**src/rtl/rf68851_sys_bridge.sv**
```systemverilog
// rf68851_sys_bridge
// Registered bridge between the rf68851 MMU memory-side port and the system
// bus. A request seen in IDLE is replayed on the system bus one cycle later;
// the system response is returned to the MMU one cycle after it is sampled.
// A watchdog turns an unanswered cycle into a bus error and records its
// address in tmo_adr_o.
//
// Handshake: the MMU holds s_cyc_i/s_stb_i high until it has seen one of
// s_ack_o/s_err_o/s_vpa_o, then drops s_stb_i. The bridge holds that
// response until s_stb_i is sampled low. On the system side the bridge holds
// stb_o high until one of err_i/ack_i/vpa_i is sampled high or the watchdog
// expires. cyc_o stays high while s_cyc_i is high, so a read-modify-write
// sequence keeps the bus locked. If the MMU drops s_stb_i before the response
// arrives, the system cycle still runs to completion and its response is
// discarded.
module rf68851_sys_bridge #(
  parameter int TMO_CYCLES = 255
) (
  input  logic        clk_i,
  input  logic        rst_i,
  input  logic [2:0]  s_fc_i,
  input  logic        s_cyc_i,
  input  logic        s_stb_i,
  input  logic        s_we_i,
  input  logic [3:0]  s_sel_i,
  input  logic [31:0] s_adr_i,
  input  logic [31:0] s_dat_i,
  input  logic        s_ios_i,
  output logic        s_ack_o,
  output logic        s_err_o,
  output logic        s_vpa_o,
  output logic [31:0] s_dat_o,
  output logic [2:0]  fc_o,
  output logic        cyc_o,
  output logic        stb_o,
  output logic        we_o,
  output logic [3:0]  sel_o,
  output logic [31:0] adr_o,
  output logic [31:0] dat_o,
  output logic        ios_o,
  input  logic        ack_i,
  input  logic        err_i,
  input  logic        vpa_i,
  input  logic [31:0] dat_i,
  output logic        timeout_o,
  output logic [31:0] tmo_adr_o
);

  localparam int CW = $clog2(TMO_CYCLES + 1);
  // Counter value in the last cycle stb_o may stay high unanswered.
  localparam logic [CW-1:0] TMO_LAST = CW'(TMO_CYCLES - 1);

  typedef enum logic [1:0] {
    IDLE  = 2'd0,
    REQ   = 2'd1,
    HOLD  = 2'd2,
    DRAIN = 2'd3
  } state_t;

  state_t        state_q, state_d;
  logic [CW-1:0] cnt_q, cnt_d;
  logic          s_ack_q, s_ack_d;
  logic          s_err_q, s_err_d;
  logic          s_vpa_q, s_vpa_d;
  logic [31:0]   s_dat_q, s_dat_d;
  logic [2:0]    fc_q, fc_d;
  logic          cyc_q, cyc_d;
  logic          stb_q, stb_d;
  logic          we_q, we_d;
  logic [3:0]    sel_q, sel_d;
  logic [31:0]   adr_q, adr_d;
  logic [31:0]   dat_q, dat_d;
  logic          ios_q, ios_d;
  logic          tmo_q, tmo_d;
  logic [31:0]   tmo_adr_q, tmo_adr_d;

  logic          any_rsp;
  logic          tmo_hit;
  logic          deliver;
  logic [CW-1:0] cnt_inc;

  assign any_rsp = err_i | ack_i | vpa_i;
  assign tmo_hit = (cnt_q == TMO_LAST);
  // The MMU still wants the answer only while in REQ with its strobe up.
  assign deliver = (state_q == REQ) && s_stb_i;
  // The watchdog counter saturates instead of wrapping.
  assign cnt_inc = (cnt_q == {CW{1'b1}}) ? cnt_q : cnt_q + CW'(1);

  // Next-state and registered-output logic of the bridge FSM.
  always_comb begin
    state_d   = state_q;
    cnt_d     = cnt_q;
    s_ack_d   = s_ack_q;
    s_err_d   = s_err_q;
    s_vpa_d   = s_vpa_q;
    s_dat_d   = s_dat_q;
    fc_d      = fc_q;
    cyc_d     = cyc_q;
    stb_d     = stb_q;
    we_d      = we_q;
    sel_d     = sel_q;
    adr_d     = adr_q;
    dat_d     = dat_q;
    ios_d     = ios_q;
    tmo_d     = 1'b0;
    tmo_adr_d = tmo_adr_q;

    case (state_q)
      IDLE: begin
        // A locked cycle persists only while the MMU keeps s_cyc_i high.
        cyc_d = cyc_q & s_cyc_i;
        if (s_cyc_i && s_stb_i) begin
          fc_d    = s_fc_i;
          we_d    = s_we_i;
          sel_d   = s_sel_i;
          adr_d   = s_adr_i;
          dat_d   = s_dat_i;
          ios_d   = s_ios_i;
          cyc_d   = 1'b1;
          stb_d   = 1'b1;
          cnt_d   = '0;
          state_d = REQ;
        end
      end

      REQ, DRAIN: begin
        cnt_d = cnt_inc;
        if (any_rsp) begin
          // A response beats a watchdog expiry in the same cycle.
          stb_d = 1'b0;
          cyc_d = s_cyc_i;
          if (deliver) begin
            s_err_d = err_i;
            s_ack_d = ~err_i & ack_i;
            s_vpa_d = ~err_i & ~ack_i & vpa_i;
            if (!err_i && ack_i && !we_q) begin
              s_dat_d = dat_i;
            end
            state_d = HOLD;
          end else begin
            state_d = IDLE;
          end
        end else if (tmo_hit) begin
          stb_d     = 1'b0;
          cyc_d     = s_cyc_i;
          tmo_d     = 1'b1;
          tmo_adr_d = adr_q;
          if (deliver) begin
            s_err_d = 1'b1;
            state_d = HOLD;
          end else begin
            state_d = IDLE;
          end
        end else if (!deliver) begin
          state_d = DRAIN;
        end
      end

      HOLD: begin
        cyc_d = cyc_q & s_cyc_i;
        if (!s_stb_i) begin
          s_ack_d = 1'b0;
          s_err_d = 1'b0;
          s_vpa_d = 1'b0;
          state_d = IDLE;
        end
      end

      default: begin
        state_d = IDLE;
      end
    endcase
  end

  // State and output registers; reset clears everything including the
  // watchdog counter and the recorded timeout address.
  always_ff @(posedge clk_i or posedge rst_i) begin
    if (rst_i) begin
      state_q   <= IDLE;
      cnt_q     <= '0;
      s_ack_q   <= 1'b0;
      s_err_q   <= 1'b0;
      s_vpa_q   <= 1'b0;
      s_dat_q   <= '0;
      fc_q      <= '0;
      cyc_q     <= 1'b0;
      stb_q     <= 1'b0;
      we_q      <= 1'b0;
      sel_q     <= '0;
      adr_q     <= '0;
      dat_q     <= '0;
      ios_q     <= 1'b0;
      tmo_q     <= 1'b0;
      tmo_adr_q <= '0;
    end else begin
      state_q   <= state_d;
      cnt_q     <= cnt_d;
      s_ack_q   <= s_ack_d;
      s_err_q   <= s_err_d;
      s_vpa_q   <= s_vpa_d;
      s_dat_q   <= s_dat_d;
      fc_q      <= fc_d;
      cyc_q     <= cyc_d;
      stb_q     <= stb_d;
      we_q      <= we_d;
      sel_q     <= sel_d;
      adr_q     <= adr_d;
      dat_q     <= dat_d;
      ios_q     <= ios_d;
      tmo_q     <= tmo_d;
      tmo_adr_q <= tmo_adr_d;
    end
  end

  assign s_ack_o   = s_ack_q;
  assign s_err_o   = s_err_q;
  assign s_vpa_o   = s_vpa_q;
  assign s_dat_o   = s_dat_q;
  assign fc_o      = fc_q;
  assign cyc_o     = cyc_q;
  assign stb_o     = stb_q;
  assign we_o      = we_q;
  assign sel_o     = sel_q;
  assign adr_o     = adr_q;
  assign dat_o     = dat_q;
  assign ios_o     = ios_q;
  assign timeout_o = tmo_q;
  assign tmo_adr_o = tmo_adr_q;

endmodule

```
**config.mk**
```make
export PLATFORM = sky130hd
export DESIGN_NAME = rf68851_sys_bridge
export DESIGN_NICKNAME = d
export VERILOG_FILES = /design/src/rtl/rf68851_sys_bridge.sv
export SDC_FILE = /design/constraint.sdc
export NUM_CORES = 1
export LEC_CHECK = 0
export ABC_AREA = 1
export CORE_MARGIN = 2
export CORE_UTILIZATION = 43
export CTS_CLUSTER_SIZE = 28
export DETAILED_ROUTE_END_ITERATION = 12
export PLACE_DENSITY = 0.86
export REMOVE_ABC_BUFFERS = 1
export SYNTH_ARGS = -nofsm -noshare
export SYNTH_HDL_FRONTEND = slang
export SYNTH_SLANG_ARGS = --single-unit
```
**constraint.sdc**
```tcl
create_clock -name clk_i -period 6.25 [get_ports clk_i]
set_input_delay 1.25 -clock clk_i [delete_from_list [all_inputs] [get_ports clk_i]]
set_output_delay 1.25 -clock clk_i [all_outputs]
set_load 0.01 [all_outputs]
```
# ---- After elaboration in Yosys (flattened, before gate mapping)
# Index checks and enable logic that the tools add are counted.
# Widths: inputs -> output; s select.
dict set report word_totals {
  register_bits 153
  inputBits 112
  out_inout_bits 143
}
dict set report op_classes {
  add_sub_neg 1
  n_eq_ne 12
  mux 33
  bitwise 9
  reduce_logical 18
}
# op count
set ops {}
lappend ops {{$mux 1} 18}
lappend ops {{$eq 8x8->1 const B} 2}
lappend ops {{$mux 8} 2}
lappend ops {{$pmux 8 s2} 1}
lappend ops {{$mux 2} 6}
lappend ops {{$reduce_and 3->1} 4}
lappend ops {{$reduce_and 4->1} 3}
lappend ops {{$ne 2x2->1 const B} 5}
lappend ops {{$add 8x1->8 const B} 1}
lappend ops {{$pmux 1 s2} 4}
lappend ops {{$pmux 2 s3} 1}
lappend ops {{$and 1x1->1} 4}
lappend ops {{$eq 2x2->1 const B} 2}
lappend ops {{$logic_and 1x1->1} 4}
lappend ops {{$ne 4x4->1 const B} 1}
lappend ops {{$reduce_bool 2->1} 2}
lappend ops {{$ne 3x3->1 const B} 1}
lappend ops {{$not 1->1} 3}
lappend ops {{$pmux 1 s3} 1}
lappend ops {{$eq 2x1->1 const B} 1}
lappend ops {{$logic_not 1->1} 2}
lappend ops {{$logic_not 2->1} 1}
lappend ops {{$or 1x1->1} 2}
lappend ops {{$reduce_and 2->1} 1}
lappend ops {{$reduce_or 2->1} 1}

# ---- Depth between registers and ports, before layout
# Gate-level depths: netlist of the first run.
dict set report logic_depth {
  depth_word 6
  mapped_depth 9
  mapped_depth_nobuf 9
}

# ---- Worst setup path before layout of the first run
# Ideal clock, no wire load.
dict set report synth_path {
  path_type {input to register}
  from {in err_i}
  to {reg tmo_adr_q[10] (netlist: tmo_adr_o[10])}
  t_arrival_ns 2.012
  t_required_ns 6.127
  setup_slack_ns 4.115
  stages 7
  path_buffers 1
  path_cell_list {nor2_1 > nand2_1 > nor2_2 > inv_2 > clkbuf_1 > o21ai_0 > nand2_1}
}
dict set report synth_via {
  elab_chain_cells 4
}
# item line_no
set synth_lines {}
lappend synth_lines {{start: declaration} 42} ;# input logic err_i,
lappend synth_lines {{$or 1x1->1 (2 in series)} 82} ;# assign any_rsp = err_i | ack_i | vpa_i;
lappend synth_lines {{$not 1->1 (no source line)} --}
lappend synth_lines {{$reduce_and 3->1 (no source line)} --}
lappend synth_lines {{end signal: assignment} 211} ;# tmo_adr_q <= tmo_adr_d;
lappend synth_lines {{end: declaration} 75} ;# logic [31:0] tmo_adr_q, tmo_adr_d;
# No other way between the ends.
# A chain may end at the register's enable or synchronous reset.

# ---- Final worst setup path of the first run
dict set report layout_path {
  from {in s_stb_i}
  to {reg dat_q[26] (netlist: dat_o[26])}
}
dict set report layout_via {
  elab_chain_cells 2
}
# item line_no
set layout_lines {}
lappend layout_lines {{start: declaration} 23} ;# input logic s_stb_i,
lappend layout_lines {{$logic_and 1x1->1} 112} ;# if (s_cyc_i && s_stb_i) begin
lappend layout_lines {{$reduce_and 2->1 (no source line)} --}
lappend layout_lines {{end signal: assignment} 208} ;# dat_q <= dat_d;
lappend layout_lines {{end: declaration} 72} ;# logic [31:0] dat_q, dat_d;
# No other way between the ends.

==> results.py, run 1 <==
metrics = {
    "sta": {
        "setup_violations": 0,
        "hold_viol_final": 0,
        "whs_ps": 468.4,
        "skew_ps": 8.833,
        "tns_ps": 0,
        "rsz0062_at_grt": "false",
        "clock.fmax_mhz": 295.5,
        "final_max_slew_viol_count": 0,
        "period_share_pct": 54.15,
        "layout_min_cycle_time_ps": 3384,
        "worst_pin_slew_ps": 940.7,
        "setup_slack_ps": 2866,
        "relSlewSlack_pct": 37.28,
    },
    "clocking": {
        "htreeDepth": 4,
        "hold_buffers": 0,
        "cts_setup_buffers": 0,
        "cts_tree": "yes",
        "root_buffer": "clkbuf_16",
        "clk_latency_ps": 420,
        "cts.repair.resized": 0,
        "clk_pin_slew_ps": 60,
        "clock_path_buffers": 2,
        "clock-sinks": 153,
        "numCtsBuffers": 17,
    },
    "floorplan": {
        "chipWidth_um": 124.3,
        "initial_core_util_pct": 44.45,
        "num_rows": 43,
        "die_y_um": 124.3,
        "die_area_um2": 15440,
        "ios": 255,
        "core-area_um2": 13990,
    },
    "outcome": {
        "status": "completed",
    },
    "job": {
        "maxCapViolCount": 0,
    },
    "drt": {
        "vias": 5496,
        "drtPass1Iterations": 4,
        "drt_iter0_drc": 305,
        "avgRoutedWirePerCell_um": 15.07,
        "drc": 0,
        "viasPerCell": 4.821,
        "routed_wl_um": 17180,
        "ant_nets": 0,
    },
    "setup_path": {
        "critPathArrivalTime_ps": 3690,
        "cp_max_fo": 74,
        "start_kind": "primary input",
        "crit_type": "in -> reg",
        "critPathRequiredTime_ps": 6560,
        "end_kind": "register",
    },
    "synthesis": {
        "ys_warn_count": 0,
        "synth_edf_count": 0,
        "yosys.area.top_type": "dfrtp_1",
        "ys_seq_area_share_pct": 61.57,
        "synth_cells": 704,
        "async_flop_share_pct": 100.0,
        "syn_avg_cell_area_um2": 8.833,
        "synth_area_leaders": "dfrtp_1 (62%), nand2_1 (23%), nand3_1 (3.2%), o21ai_0 (3.1%), buf_4 (1.4%)",
        "yosysTopAreaCellShare_pct": 61.57,
        "yosysMostFrequentCell": "nand2_1",
        "ys_types": 29,
        "mappedNetlistArea_um2": 6218,
        "ys_ff_latch": 153,
        "synthFlopType": "dfrtp_1",
        "synth_common_cells": "nand2_1 (380), dfrtp_1 (153), nand3_1 (40)",
    },
    "cells_and_area": {
        "num_antenna_cells": 0,
        "postLayoutCoreUtil_pct": 66.99,
        "fill_cells": 1141,
        "multi_input_area_um2": 2088,
        "seqCellArea_um2": 3829,
        "drive_above_1_share_pct": 5.417,
        "layout.cells.non_filler": 1140,
        "nets": 1061,
        "synthToLayoutAreaGrowth_pct": 50.70,
    },
    "power": {
        "p_per_area_nw_per_um2": 438.1,
        "ir_worst_vdd_v": 0.0002472,
        "power.leakage_nw": 4.647,
    },
    "placement": {
        "post-dp-hpwl_um": 11790,
        "place_ws_ps": 2459,
        "port_buffers": 254,
        "placed_cells": 1108,
        "gp_congestion": 0.8276,
    },
    "global_routing": {
        "grt_pass1_vias": 5321,
        "grt_pass1_wl_um": 27630,
        "antenna_found_initial": 0,
        "grt_usage_pct": 22.36,
        "overflow": 0,
        "grt_max_degree": 109,
    },
    "min_path": {
        "hold_path_class": "reg -> reg",
    },
}
layout make-up:
| type | instances | area share [%] |
|---|---|---|
| Tap cell | 180 | 2.403 |
| Clock buffer | 20 | 4.873 |
| Timing Repair Buffer | 259 | 27.53 |
| Inverter | 19 | 0.8144 |
| Clock inverter | 12 | 1.242 |
| Multi-Input combinational cell | 497 | 22.28 |
| Sequential cell | 153 | 40.85 |
worst paths after layout:
kind                                          from  cells past startpoint                         to  slack, ps
max                                        s_stb_i                      8      dat_o[26]$_DFFE_PP0P_       2870
min                        s_dat_o[24]$_DFFE_PP0P_                      2    s_dat_o[24]$_DFFE_PP0P_        470
max reg2reg                 state_q[0]$_DFFE_PP0P_                      8      dat_o[26]$_DFFE_PP0P_       3560
min reg2reg                s_dat_o[24]$_DFFE_PP0P_                      2    s_dat_o[24]$_DFFE_PP0P_        470
max in group asynchronous                    rst_i                      3  tmo_adr_o[25]$_DFFE_PP0P_       3650
min in group asynchronous                    rst_i                      2      dat_o[19]$_DFFE_PP0P_       1430
kinds of logic after synthesis:
kind of cell	after synthesis	share of synthesized area, %
AO/OA/AOI/OAI	48	4.004
XOR/XNOR	2	0.2817
adder cells (fa/ha/maj)	2	0.4024
buffers and inverters	54	4.930
flip-flops	153	61.57
AND/OR/NAND/NOR	445	28.81
where the power goes:
group | internal (W) | switching [W]
registers | 0.00135 | 0.000251
clock network | 0.000574 | 0.000417
logic | 0.000806 | 0.000707
total | 0.00273 | 0.00137
worst max-delay path, stage by stage:
cell	delay (ps)
clkdlybuf4s50_1	530
nand2_1	120
nor2_4	110
buf_4	550
inv_2	410
buf_4	420
nand2_1	130
nand2_1	60
through the flow:
stage / cell area (um2) / power, W
finish: 9371 / 0.004106
CTS: 9371 / 0.004149
floorplan: 5983 / 0.002174
detailed placement: 8798 / 0.003144
global route: 9371 / 0.004365
global placement: 8798 / 0.003094
state kept, by name (all words and copies together) (netlist names), 2 cells and up:
| register | count |
|---|---|
| adr_o | 32 |
| cnt_q | 8 |
| dat_o | 32 |
| fc_o | 3 |
| s_dat_o | 32 |
| sel_o | 4 |
| state_q | 2 |
| tmo_adr_o | 32 |
placed cells by master (no fill, tap or decap), drive strengths merged:
| master | instances |
|---|---|
| clkinv | 6 |
| or2 | 1 |
| clkinvlp | 2 |
| inv | 22 |
| bufinv | 1 |
| nand3b | 1 |
| a31oi | 1 |
| buf | 5 |
| o21bai | 1 |
| dfrtp | 153 |
| o22ai | 2 |
| nand3 | 40 |
| xor2 | 1 |
| ha | 2 |
| xnor2 | 1 |
| clkbuf | 20 |
| a21oi | 2 |
| o211ai | 1 |
| nand2 | 382 |
| nor3b | 1 |
| o21ai | 41 |
| nor2 | 15 |
| clkdlybuf4s50 | 254 |
| nand4 | 5 |
routing by layer:
metal	vias to the layer above	global-route usage (%)	part of all wire (%)
li1	2692	-	-
met1	2565	27.19	40
met2	214	37.51	50
met3	25	8.033	8.4
met4	0	6.609	1.7
met5	-	0	0
Note: power is estimated with default switching activity, not from simulation.
==> inputs of run 2 (changes only) <==
CORE_UTILIZATION = 39   (was 43)
PLACE_DENSITY = 0.83   (was 0.86)
clock period = 2.8 ns   (was 6.25 ns; I/O delays follow)
==> results.py, run 2 (synthesis gave the netlist of run 1 again) <==
metrics = {
    "placement": {
        "gp_congestion": 0.7753,
        "port_buffers": 254,
        "placed_cells": 1151,
        "post-dp-hpwl_um": 12370,
    },
    "setup_path": {
        "crit_type": "reg -> out",
        "slowest_delay_ps": 590,
        "r2r_slack_ps": 910,
        "critPathRequiredTime_ps": 2240,
        "critPathSlowestCell": "clkdlybuf4s50_1",
        "end_kind": "primary output",
        "start_kind": "register",
        "path_depth": 1,
        "crit_family": "buffers and inverters",
        "r2r-end": "cnt_q[3]$_DFFE_PP0P_",
        "crit_chain": "clkdlybuf4s50_1",
        "cp_max_fo": 3,
        "timing.rr.start": "state_q[0]$_DFFE_PP0P_",
        "r2r_cells": 8,
        "cp_num_buf_inv": 1,
        "endpoint": "adr_o[21]",
        "crit_path_start": "adr_o[21]$_DFFE_PP0P_",
        "critPathArrivalTime_ps": 1430,
    },
    "cells_and_area": {
        "drive_above_1_share_pct": 6.004,
        "final_cell_mix": "nand2_1 (380), clkdlybuf4s50_1 (254), dfrtp_1 (153)",
        "layout.cells.non_filler": 1182,
        "layout.cells.most_common": "nand2_1",
        "postLayoutCoreUtil_pct": 60.70,
        "synthToLayoutAreaGrowth_pct": 53.38,
        "nets": 1068,
        "num_antenna_cells": 0,
    },
    "clocking": {
        "clock_path_buffers": 2,
        "clk_pin_slew_ps": 70,
        "cts.repair.resized": 0,
        "root_buffer": "clkbuf_16",
        "clock-sinks": 153,
        "clk_latency_ps": 420,
        "cts_setup_buffers": 0,
        "cts_tree": "yes",
        "numCtsBuffers": 17,
        "htreeDepth": 4,
        "hold_buffers": 0,
    },
    "floorplan": {
        "ios": 255,
        "core-area_um2": 15710,
        "die_area_um2": 16970,
        "num_rows": 46,
        "initial_core_util_pct": 39.58,
        "die_y_um": 130.3,
        "chipWidth_um": 130.3,
    },
    "drt": {
        "viasPerCell": 4.708,
        "routed_wl_um": 17400,
        "avgRoutedWirePerCell_um": 14.72,
        "vias": 5565,
        "ant_nets": 0,
        "drt_iter0_drc": 206,
        "drtPass1Iterations": 4,
        "drc": 0,
    },
    "global_routing": {
        "grt_usage_pct": 20.37,
        "grt_max_degree": 53,
        "overflow": 0,
        "antenna_found_initial": 0,
        "grt_pass1_wl_um": 26750,
        "grt_pass1_vias": 5359,
    },
    "sta": {
        "layout_min_cycle_time_ps": 1988,
        "worst_pin_slew_ps": 576.3,
        "tns_ps": 0,
        "setup_violations": 0,
        "hold_viol_final": 0,
        "skew_ps": 7.881,
        "rsz0062_at_grt": "false",
        "whs_ps": 468.1,
        "clock.fmax_mhz": 502.9,
        "period_share_pct": 71.01,
        "final_max_slew_viol_count": 0,
        "relSlewSlack_pct": 61.54,
    },
    "power": {
        "power.total_w": 0.009302,
        "p_per_area_nw_per_um2": 975.3,
        "power.leakage_nw": 4.702,
        "ir_worst_vdd_v": 0.0005250,
    },
    "job": {
        "maxCapViolCount": 0,
    },
    "outcome": {
        "status": "completed",
    },
    "min_path": {
        "hold_path_class": "reg -> reg",
    },
}
==> run 2: cell count changes in the layout (fill, tap and decap cells not counted), sizes merged <==
cell	before	now
buf	5	12
clkinv	6	0
inv	22	25
clkinvlp	2	3
bufinv	1	2
==> run 2: cell type report <==
class	count	area, um2
flip-flops and latches	153	3829
repair buffers	266	2683
inverters	19	76.32
fillers	1289	6175
clock buffers	20	456.7
clock inverters	11	135.1
well taps	216	270.3
multi-input cells	497	2088
==> run 2: power by group <==
group	leakage, nW	switching, W	total (W)	internal, W
logic	2.45	0.00155	0.00337	0.00182
clock network	0.281	0.000954	0.00233	0.00137
registers	1.97	0.000590	0.00361	0.00302
total	4.70	0.00309	0.00930	0.00621
==> run 2: layer usage <==
metal | share of wire, % | track usage [%] | vias up
met5 | 0 | 0 | -
met1 | 41 | 24.51 | 2608
li1 | - | - | 2702
met3 | 9.7 | 8.774 | 27
met2 | 48 | 32.95 | 228
met4 | 1.8 | 6.958 | 0
==> run 2: worst min path at each step <==
stage	start	to	slack (ps)	cells after the start
floorplan	cnt_q[7]$_DFFE_PP0P_	cnt_q[7]$_DFFE_PP0P_	500	2
global placement	dat_o[18]$_DFFE_PP0P_	dat_o[18]$_DFFE_PP0P_	450	2
detailed placement	sel_o[3]$_DFFE_PP0P_	sel_o[3]$_DFFE_PP0P_	460	2
CTS	s_dat_o[6]$_DFFE_PP0P_	s_dat_o[6]$_DFFE_PP0P_	470	2
global route	s_err_o$_DFFE_PP0P_	s_err_o$_DFFE_PP0P_	490	2
finish	stb_o$_DFFE_PP0P_	stb_o$_DFFE_PP0P_	470	2
==> run 2: metrics by stage <==
| stage | setup WS [ps] | cell area (um2) |
|---|---|---|
| 2_1_floorplan | -1881 | 5983 |
| 3_3_place_gp | 549.9 | 8946 |
| 3_5_place_dp | 481.4 | 8946 |
| 4_1_cts | 768.4 | 9538 |
| 5_1_grt | 667.6 | 9538 |
| 6_report | 811.7 | 9538 |
